`config.mk`:
```
export PLATFORM = sky130hd
export DESIGN_NAME = id_stim_lfsr
export DESIGN_NICKNAME = d
export VERILOG_FILES = /design/src/rtl/id_pkg.sv /design/src/rtl/id_stim_lfsr.sv
export SDC_FILE = /design/constraint.sdc
export NUM_CORES = 1
export LEC_CHECK = 0
export BUFFER_PORTS_ARGS = -buffer_cell sky130_fd_sc_hd__buf_2
export CELL_PAD_IN_SITES_DETAIL_PLACEMENT = 1
export CELL_PAD_IN_SITES_GLOBAL_PLACEMENT = 1
export CORE_ASPECT_RATIO = 0.6
export CORE_MARGIN = 5
export CORE_UTILIZATION = 36
export DETAILED_ROUTE_END_ITERATION = 12
export PLACE_DENSITY_LB_ADDON = 0.1
export SLEW_MARGIN = 20
export SYNTH_ARGS = -nofsm -noshare
export SYNTH_HDL_FRONTEND = slang
export SYNTH_SLANG_ARGS = --single-unit
```
`constraint.sdc`:
```
create_clock -name clk -period 1.88 [get_ports clk]
set_input_delay 0.188 -clock clk [delete_from_list [all_inputs] [get_ports clk]]
set_output_delay 0.188 -clock clk [all_outputs]
set_load 0.03 [all_outputs]
```
`src/rtl/id_pkg.sv`:
```
package id_pkg;

  localparam int unsigned WIDTH_DEFAULT = 16;

  typedef logic signed [WIDTH_DEFAULT-1:0] sample_t;

  typedef enum logic [1:0] {
    IDLE,
    DRIVE,
    DRAIN,
    DONE
  } state_t;

  // x^16+x^14+x^13+x^11+1 in right-shift Fibonacci form: feedback from bits 0,2,3,5
  localparam logic [15:0] LFSR_TAPS    = 16'h002D;
  localparam logic [15:0] SEED_DEFAULT = 16'hACE1;

  localparam sample_t CORNER_ZERO = 16'sh0000;
  localparam sample_t CORNER_MAX  = 16'sh7FFF;
  localparam sample_t CORNER_MIN  = 16'sh8000;
  localparam sample_t CORNER_NEG1 = 16'shFFFF;

  function automatic logic [15:0] lfsr_next(input logic [15:0] s);
    return {^(s & LFSR_TAPS), s[15:1]};
  endfunction

endpackage

```
`src/rtl/id_stim_lfsr.sv`:
```
module id_stim_lfsr
  import id_pkg::*;
#(
  parameter logic [15:0] SEED = SEED_DEFAULT
) (
  input  logic        clk,
  input  logic        rst,
  input  logic        load,
  input  logic        advance,
  input  logic [15:0] idx,
  output sample_t     sample
);

  localparam logic [15:0] SEED_EFF = (SEED == 16'h0000) ? SEED_DEFAULT : SEED;

  logic [15:0] r_lfsr;

  always_ff @(posedge clk or posedge rst) begin
    if (rst) begin
      r_lfsr <= '0;
    end else if (load) begin
      r_lfsr <= SEED_EFF;
    end else if (advance) begin
      r_lfsr <= lfsr_next(r_lfsr);
    end
  end

  always_comb begin
    sample = sample_t'(r_lfsr);
    case (idx)
      16'd0:   sample = CORNER_ZERO;
      16'd1:   sample = CORNER_MAX;
      16'd2:   sample = CORNER_MIN;
      16'd3:   sample = CORNER_NEG1;
      default: sample = sample_t'(r_lfsr);
    endcase
  end

endmodule

```
==> key figures <==
Outcome
  • Failing checks: negative hold slack
  • Status: finished, violations left

Layout
  • Most flop-heavy register: r_lfsr
  • Finished Layout Cells: 146
  • Layout Nets: between 100 and 150
  • Share of post-route cells with drive strength above 1: 50.00%
  • Design area: 1195 um2
  • Top Registers: r_lfsr x16
  • Max reg flops: 16
  • P&R area growth vs syn: 28.02%
  • Number of antenna diodes: 0
  • Final core occ: approximately half

CTS
  • Clock Tree Buf Depth: 2
  • CTS Hold Buffers Added: 0
  • Cts repair resizes: 0
  • Clock slew seen by the registers of the worst setup and hold paths: 0.06 ns
  • CTS tree: built
  • Clock root buffer: clkbuf_8
  • Clock H-tree levels: 1
  • Clock Latency Late Sink: about 0.25 ns
  • Post-CTS setup buffer count: 0
  • Num CTS Buffers: 3
  • Clock sinks: 16

Critical path
  • CP arrival: approximately 1.5 ns
  • Worst setup EP type: primary output
  • Reg-to-Reg End: r_lfsr[15]$_DFFE_PP0P_
  • R2r startpoint: r_lfsr[3]$_DFFE_PP0P_
  • Worst-case reg-to-reg path depth: 3
  • WS Path Type: input pin to primary output
  • R2R Setup Slk: between 0.8 and 0.9 ns
  • Worst Path Max Fanout: 16
  • Worst EP required: between 1.5 and 2 ns
  • CP Capture Point: sample[2]
  • Critical Path Start Type: input pin
  • Worst setup path startpoint: idx[5]

Timing
  • Count of final hold-check violations: 9
  • Final min period: approximately 1.7 ns
  • Final period util: 89.61%
  • FMAX: roughly 600 MHz
  • Final setup fails: 0
  • RSZ-0062 raised after global routing: false
  • Setup TNS: 0 ns
  • Final worst slack: 0.1953 ns
  • Relative slew margins: 59.52%
  • Layout Skew: between 0.004 and 0.005 ns
  • Slew Viols, Final: 0
  • Hold slack: -0.004426 ns
  • Worst-Margin Slew: between 0.6 and 0.7 ns

Global routing
  • GR Overflow Total: 0
  • First-pass GRT wire length: roughly 3700 um
  • Vias in the first global route: a little under 800
  • Pin count of the biggest net entering global routing: 18
  • Gr usage total: 12.99%
  • Antenna violations before repair: 0

Power
  • Total power: 874.7 uW
  • Worst vdd ir: between 0.3 and 0.4 mV
  • Pwr per Cell Area: approximately 730 nW/um2
  • Leakage: between 0.6 and 0.7 nW

Synthesis
  • Distinct cells, synth: 15
  • Post-synthesis async set-or-reset flop share: between 90% and 100%
  • Post-Syn Nets: between 90 and 100
  • Largest cells by area after synthesis: dfrtp_1, mux2_4, mux2i_1
  • Commonest cells post-synth: dfrtp_1, mux2i_1, mux2_4
  • Synth top area share: between 40% and 50%
  • Count leader, synth: dfrtp_1
  • Synth Register Bits: 16
  • Syn_area_per_cell: about 12 um2
  • Sequential area share after synthesis: roughly 43%
  • EDFF count, synth: 0
  • Synth warn: 0
  • Main flop type after synthesis: dfrtp_1
  • Syn Inst Count: slightly below 80
  • Dominant cell type by area after synthesis: dfrtp_1
  • Netlist Area Pre-Place: 933.4 um2

Drt
  • WL final: about 2200 um
  • Initial DRC count: 22
  • Via count: 709
  • Count of TritonRoute iterations in the first routing pass: 4
  • Detail Route Antenna Nets: 0
  • Routed wire per std cell: between 15 and 20 um
  • Vias per std cell: ~4.9
  • Drc violations: 0

Placed design
  • Dpl ws: between 0.15 and 0.2 ns
  • Gpl congestion: 0.6917
  • I/O Buffers: 35
  • Area after DPL: approximately 1100 um2
  • Placed Instances: approximately 140

Floorplanning
  • Ports: 36
  • Starting Density: a little under two fifths
  • Die width: between 70 and 80 um
  • Total core area: 2487 um2
  • Site row count: 14
  • Die ar.: about 3700 um2
  • Die Ht: 49.44 um

Hold path
  • Worst hold path class: input pin to async pin

Flow run
  • Max Cap Viol: 0
cell usage in the layout, fill, tap and decap left out:
master	count
nor4_1	3
inv_1	2
a31oi_1	1
nor2_1	9
mux2_2	6
clkbuf_8	4
mux2i_1	15
dfrtp_1	16
nand2_1	7
nand4_2	1
nor3_1	1
buf_2	35
mux2_4	10
buf_12	1
xnor2_1	3
area by class of cell:
cell class,count,area [um2]
Clock buffer,4,55.05
Multi-Input combinational cell,56,496.7
Timing Repair Buffer,36,195.2
Inverter,2,7.507
Fill cell,284,1292
Tap cell,32,40.04
Sequential cell,16,400.4
critical path, cell delays in order:
cell,delay [ns]
buf_2,0.10
nor4_1,0.35
nand4_2,0.18
buf_12,0.20
mux2_4,0.30
buf_2,0.18
kinds of logic (layout without fill, tap and decap cells):
| kind of cell | Yosys count | count (layout) | share of synthesized area (%) |
|---|---|---|---|
| AOI/OAI and AO/OA | 1 | 1 | 0.6707 |
| xor gates and xnor gates | 3 | 3 | 2.816 |
| muxes | 31 | 31 | 39.41 |
| and+or+nand+nor | 21 | 21 | 10.32 |
| buffers and inverters | 7 | 42 | 3.888 |
| DFF | 16 | 16 | 42.90 |
routing by layer:
| metal | global-route usage, % | vias to the layer above | part of all wire (%) | wire length (um) |
|---|---|---|---|---|
| met4 | 3.488 | 0 | 1.1 | 24 |
| li1 | - | 345 | - | - |
| met3 | 4.938 | 5 | 5.9 | 130 |
| met1 | 15.83 | 345 | 44 | 970 |
| met2 | 21.20 | 14 | 49 | 1071 |
| met5 | 0 | - | 0 | 0 |
worst min-delay path by stage:
stage	start	end	slack (ns)	cells past startpoint
floorplan	rst	r_lfsr[0]$_DFFE_PP0P_	0.10	1
global placement	rst	r_lfsr[1]$_DFFE_PP0P_	0.29	2
detailed placement	rst	r_lfsr[7]$_DFFE_PP0P_	0.29	2
CTS	rst	r_lfsr[7]$_DFFE_PP0P_	0.02	2
global route	rst	r_lfsr[7]$_DFFE_PP0P_	0.06	2
finish	rst	r_lfsr[7]$_DFFE_PP0P_	-0.004	2
power by group:
group	switching (mW)	leakage, nW	internal [mW]
logic	0.105	0.417	0.0783
clock network	0.119	0.0288	0.186
registers	0.0197	0.185	0.366
total	0.244	0.631	0.630
Power figures use the tool's default switching activity.
